File: config.mk
export PLATFORM = sky130hd
export DESIGN_NAME = quant_block_seq
export DESIGN_NICKNAME = d
export VERILOG_FILES = /design/src/rtl/quant_block_seq.sv
export SDC_FILE = /design/constraint.sdc
export NUM_CORES = 2
export LEC_CHECK = 0
export ABC_AREA = 1
export ABC_CLOCK_PERIOD_IN_PS = 51100
export CAP_MARGIN = 20
export CORE_AREA = 10 10 721 723
export CTS_CLUSTER_DIAMETER = 50
export DETAILED_ROUTE_END_ITERATION = 10
export DIE_AREA = 0 0 731 733
export GPL_TIMING_DRIVEN = 0
export PLACE_DENSITY = 0.34
export RECOVER_POWER = 25
export SYNTH_ARGS = -nofsm -noshare
export SYNTH_HDL_FRONTEND = slang
export SYNTH_SLANG_ARGS = --single-unit
File: constraint.sdc
create_clock -name clk -period 51.1 [get_ports clk]
set_input_delay 5.11 -clock clk [delete_from_list [all_inputs] [get_ports clk]]
set_output_delay 5.11 -clock clk [all_outputs]
set_load 0.02 [all_outputs]
File: src/rtl/quant_block_seq.sv
`default_nettype none
// =====================================================================
// Module  : quant_block_seq
// Brief   : Shared 4x4 block quantiser; raster-order coefficients in,
//           zigzag-order levels / dequantised values out, per-block nz.
// Revision: 1.0
// =====================================================================
module quant_block_seq #(
    parameter int NUM_BLK   = 16,
    parameter int LEVEL_MAX = 2047
) (
    input  logic               clk,
    input  logic               rst_n,
    input  logic               start,
    input  logic               ac_only,
    input  logic [255:0]       q,
    input  logic [255:0]       iq,
    input  logic [511:0]       bias,
    input  logic [511:0]       zthresh,
    input  logic [255:0]       sharpen,
    input  logic               in_valid,
    output logic               in_ready,
    input  logic [15:0]        in_data,
    output logic               out_valid,
    input  logic               out_ready,
    output logic [15:0]        out_level,
    output logic [15:0]        out_rout,
    output logic [4:0]         out_blk,
    output logic [3:0]         out_pos,
    output logic [NUM_BLK-1:0] nz,
    output logic               done
);

    typedef enum logic [1:0] {
        ST_IDLE  = 2'd0,
        ST_FILL  = 2'd1,
        ST_DRAIN = 2'd2
    } state_t;

    localparam logic [3:0]  c_zz [16] = '{4'd0, 4'd1, 4'd4, 4'd8, 4'd5, 4'd2, 4'd3, 4'd6,
                                          4'd9, 4'd12, 4'd13, 4'd10, 4'd7, 4'd11, 4'd14, 4'd15};
    localparam logic [16:0] c_lmax = 17'(LEVEL_MAX);

    state_t      r_state;
    logic [15:0] r_buf [16];
    logic [3:0]  r_wr_j;
    logic [4:0]  r_rd_n;    // next zigzag index to issue; 16 = all issued
    logic [4:0]  r_blk;
    logic        r_ac_only;

    logic [3:0]  w_j;
    logic [15:0] w_coef, w_q, w_iq, w_sharp, w_mag, w_level, w_rout;
    logic [31:0] w_bias, w_zth;
    logic [16:0] w_abs, w_a, w_scaled;
    logic [33:0] w_prod;
    logic        w_load;

    always_comb begin
        w_j      = c_zz[r_rd_n[3:0]];
        w_coef   = r_buf[w_j];
        w_q      = q[{w_j, 4'd0} +: 16];
        w_iq     = iq[{w_j, 4'd0} +: 16];
        w_sharp  = sharpen[{w_j, 4'd0} +: 16];
        w_bias   = bias[{w_j, 5'd0} +: 32];
        w_zth    = zthresh[{w_j, 5'd0} +: 32];
        // 17-bit magnitude so that -32768 maps to +32768
        w_abs    = w_coef[15] ? (17'd0 - {1'b1, w_coef}) : {1'b0, w_coef};
        w_a      = w_abs + {1'b0, w_sharp};
        w_prod   = ({17'd0, w_a} * {18'd0, w_iq}) + {2'd0, w_bias};
        w_scaled = w_prod[33:17];
        w_mag    = '0;
        if (!(r_ac_only && w_j == 4'd0) && ({15'd0, w_a} > w_zth))
            w_mag = (w_scaled > c_lmax) ? c_lmax[15:0] : w_scaled[15:0];
        w_level  = w_coef[15] ? (16'd0 - w_mag) : w_mag;
        w_rout   = w_level * w_q;
        w_load   = !out_valid || out_ready;
    end

    always_ff @(posedge clk) begin
        if (r_state == ST_FILL && in_valid)
            r_buf[r_wr_j] <= in_data;
    end

    always_ff @(posedge clk) begin
        if (!rst_n) begin
            r_state   <= ST_IDLE;
            r_wr_j    <= '0;
            r_rd_n    <= '0;
            r_blk     <= '0;
            r_ac_only <= 1'b0;
            in_ready  <= 1'b0;
            out_valid <= 1'b0;
            out_level <= '0;
            out_rout  <= '0;
            out_blk   <= '0;
            out_pos   <= '0;
            nz        <= '0;
            done      <= 1'b0;
        end else begin
            done <= 1'b0;
            if (out_valid && out_ready && out_level != 16'd0)
                nz <= nz | (NUM_BLK'(1) << out_blk);
            case (r_state)
                ST_IDLE: begin
                    if (start) begin
                        r_state   <= ST_FILL;
                        in_ready  <= 1'b1;
                        nz        <= '0;
                        r_blk     <= '0;
                        r_wr_j    <= '0;
                        r_rd_n    <= '0;
                        r_ac_only <= ac_only;
                    end
                end
                ST_FILL: begin
                    if (in_valid) begin
                        r_wr_j <= r_wr_j + 4'd1;
                        // raster 0 is already buffered, so zigzag 0 issues on the last write
                        if (r_wr_j == 4'd15) begin
                            r_state   <= ST_DRAIN;
                            in_ready  <= 1'b0;
                            r_rd_n    <= 5'd1;
                            out_valid <= 1'b1;
                            out_level <= w_level;
                            out_rout  <= w_rout;
                            out_blk   <= r_blk;
                            out_pos   <= 4'd0;
                        end
                    end
                end
                ST_DRAIN: begin
                    if (w_load) begin
                        if (r_rd_n != 5'd16) begin
                            r_rd_n    <= r_rd_n + 5'd1;
                            out_valid <= 1'b1;
                            out_level <= w_level;
                            out_rout  <= w_rout;
                            out_blk   <= r_blk;
                            out_pos   <= r_rd_n[3:0];
                        end else begin
                            out_valid <= 1'b0;
                            r_rd_n    <= '0;
                            if (r_blk == 5'(NUM_BLK - 1)) begin
                                r_state <= ST_IDLE;
                                done    <= 1'b1;
                            end else begin
                                r_state  <= ST_FILL;
                                in_ready <= 1'b1;
                                r_blk    <= r_blk + 5'd1;
                                r_wr_j   <= '0;
                            end
                        end
                    end
                end
                default: r_state <= ST_IDLE;
            endcase
        end
    end

endmodule
`default_nettype wire

==> results_dict.tcl <==
set metrics [dict create \
    criticalPathCategory "reg2reg" \
    vias 58900 \
    worstMarginPinSlew_ps 1370 \
    drv_slew 0 \
    hold_buffers 0 \
    ys.flop_type "edfxtp_1" \
    numPlacedInstances 14900 \
    met2_usage 0.350 \
    synth.distinct_cells 57 \
    cp.arrival_ps 26260 \
    fin_nets 10600 \
    slew_headroom 0.0781 \
    synthTopCellsByArea "edfxtp_1, fa_1, nand2_1" \
    dieArea_um2 536000 \
    synth_top_area_share 0.177 \
    clk_pin_slew_worst_paths_ps 60 \
    status "finished, final reports clean" \
    fin_tns_setup_ps 0 \
    syn_avg_cell_area_um2 6.98 \
    drtPass1Iterations 8 \
    startpoint "r_rd_n[0]" \
    post_cts_buffers 0 \
    worst_hold_slack_ps 475 \
    dp_hpwl_mm 515 \
    use_met3 0.0632 \
    synth_cells 6230 \
    grtUsageMet1 0.222 \
    gp_congestion 0.972 \
    critPathMaxFanout 10 \
    syn_nets 8569 \
    wl_per_cell_um 37.6 \
    root_buffer "clkbuf_16" \
    cp.required_ps 51630 \
    totalWireLength_mm 580 \
    slowest_stage "clkbuf_1" \
    coreArea_um2 505000 \
    fin_cells 15400 \
    start_util 0.0862 \
    clkSinkCount 333 \
    timing.rr.start "r_rd_n[0]" \
    die_x_um 731 \
    synth-seq-cells 333 \
    finalHoldViolCount 0 \
    rsz0062_at_grt "false" \
    antenna_found_initial 361 \
    drtIter0Drc 5540 \
    placed_area_um2 73400 \
    max_stage_delay_ps 880 \
    hold_path_class "reg2reg" \
    period_minus_slack_ps 25730 \
    cpMostUsedCell "nand2_1" \
    async_reset_ff_frac 0 \
    endpoint_kind "flip-flop" \
    grt_overflow 0 \
    hp-start "nz[3]" \
    cts_tree "yes" \
    die_h_um 733 \
    track_usage 0.206 \
    ant_nets 0 \
    fin_crit_sh 0.503 \
    ys_seq_area_frac 0.212 \
    h-tree-depth 2 \
    viasPerCell 3.82 \
    synth_top_area_cell "edfxtp_1" \
    drv_cap 0 \
    insertion_delay_ps 630 \
    gr-max-usage-layer "met2" \
    drive_gt1_frac 0.0674 \
    io_buffers 1872 \
    grt_first_pass_wirelength_mm 707 \
    final_area_um2 75900 \
    yosysWarnings 0 \
    cts_max_path_buffers 3 \
    drc_errors 0 \
    grt_pass1_vias 58700 \
    max_freq_mhz 38.9 \
    ctsResizeCount 0 \
    num_rows 261 \
    start_kind "flip-flop" \
    setup-violations-final 0 \
    syn_area_um2 43500 \
    cts_inserted_buffers 44 \
    synth_edf_count 256 \
    syn_to_final_growth_pct 74.5 \
    final.setup_skew_ps 49.8 \
    grt_max_degree 17 \
    pin_count 1874 \
]
## cells in the mapped netlist (6+ instances only)
library cell / instances
nand3b_1: 6
o22ai_1: 142
inv_2: 8
buf_1: 25
ha_1: 205
o21ai_1: 11
nand2_1: 1208
xnor2_1: 18
nor4_1: 13
nor3b_1: 8
nand2_2: 17
buf_2: 115
nor2_1: 1052
clkbuf_1: 258
o21bai_1: 17
o21ai_0: 641
o221ai_1: 143
dfxtp_1: 77
a21oi_1: 195
buf_4: 24
xor2_1: 37
or2_2: 12
buf_6: 15
fa_1: 320
edfxtp_1: 256
o211ai_1: 234
inv_1: 644
nand3_1: 349
a32o_1: 78
nand4_1: 19
nor3_1: 21
nor2_2: 6
## area by class of cell
class | instances | area (um^2)
timing repair buffer | 2019 | 21200
buffer | 437 | 2110
tap | 6706 | 8390
antenna | 388 | 971
fill | 58300 | 429000
clock inverter | 26 | 272
multi-input combinational | 4802 | 30100
clock buffer | 53 | 1150
inverter | 658 | 2470
sequential | 333 | 9230
## final timing paths
kind	to	slack (ps)	cells after the start
worst max-delay path	out_rout[15]	25370	98
worst min-delay path	nz[3]	480	2
worst max register to register	out_rout[15]	25370	98
worst min register to register	nz[3]	480	2
## metrics by stage
| stage | setup slack, ps | utilization |
|---|---|---|
| 2_1_floorplan | 31870 | - |
| 3_3_place_gp | 22950 | 0.140 |
| 3_5_place_dp | 24990 | 0.146 |
| 4_1_cts | 24890 | 0.148 |
| 5_1_grt | 24070 | 0.150 |
| 6_report | 25370 | 0.150 |
## per-layer routing
| metal | part of all wire | wire length [um] |
|---|---|---|
| met3 | 0.086 | 49800 |
| met4 | 0.069 | 39900 |
| met5 | 0.0012 | 683 |
| met1 | 0.36 | 211000 |
| met2 | 0.48 | 278000 |
## logic make-up after synthesis
logic type,after synthesis,share of synthesized area
and+or+nand+nor,2733,0.254
AOI/OAI and AO/OA,1489,0.214
buffers and inverters,1095,0.103
adders and majority gates,525,0.206
DFF,333,0.212
xor gates and xnor gates,55,0.0111
## worst max-delay path, delay by kind of cell (launching register included)
family	cells	cell delay [ps]
adders and majority gates	19	8350
buffers and inverters	27	7390
and+or+nand+nor	34	5440
AOI/OAI and AO/OA	17	3550
DFF	1	440
xor gates and xnor gates	1	250
## cell usage in the layout, fill, tap and decap left out, types with 11 or more instances in the layout
cell	Yosys	routed
o22ai_1	142	141
dlygate4sd3_1	0	12
fa_1	320	320
o21bai_1	17	17
buf_6	15	35
clkbuf_16	0	44
o221ai_1	143	134
buf_4	24	37
nand3_1	349	349
nand2_2	17	17
edfxtp_1	256	256
diode_2	0	388
o21ai_1	11	11
nand4_1	19	19
nor2_1	1052	1036
buf_16	0	21
buf_8	0	46
inv_1	644	644
a21oi_1	195	194
buf_12	0	45
o21ai_0	641	640
clkbuf_2	0	83
nor2_4	2	18
clkinv_1	5	12
buf_2	115	125
clkbuf_1	258	181
buf_1	25	16
xnor2_1	18	18
nor4_1	13	13
nand2_1	1208	1208
dfxtp_1	77	77
xor2_1	37	29
o211ai_1	234	234
a32o_1	78	78
ha_1	205	205
clkdlybuf4s50_1	0	1860
or2_2	12	12
nor3_1	21	21
## registers in the layout, indices dropped and copies added (netlist names)
register and count:
r_rd_n 5, out_pos 4, out_blk 5, out_rout 16
in_ready 1, out_level 16, nz 16, r_wr_j 4
r_blk 5, done 1, r_buf 256, r_state 2
out_valid 1, r_ac_only 1
Power is not shown: default switching activity piles up to over one toggle a cycle in this logic, so the estimate is an artifact.
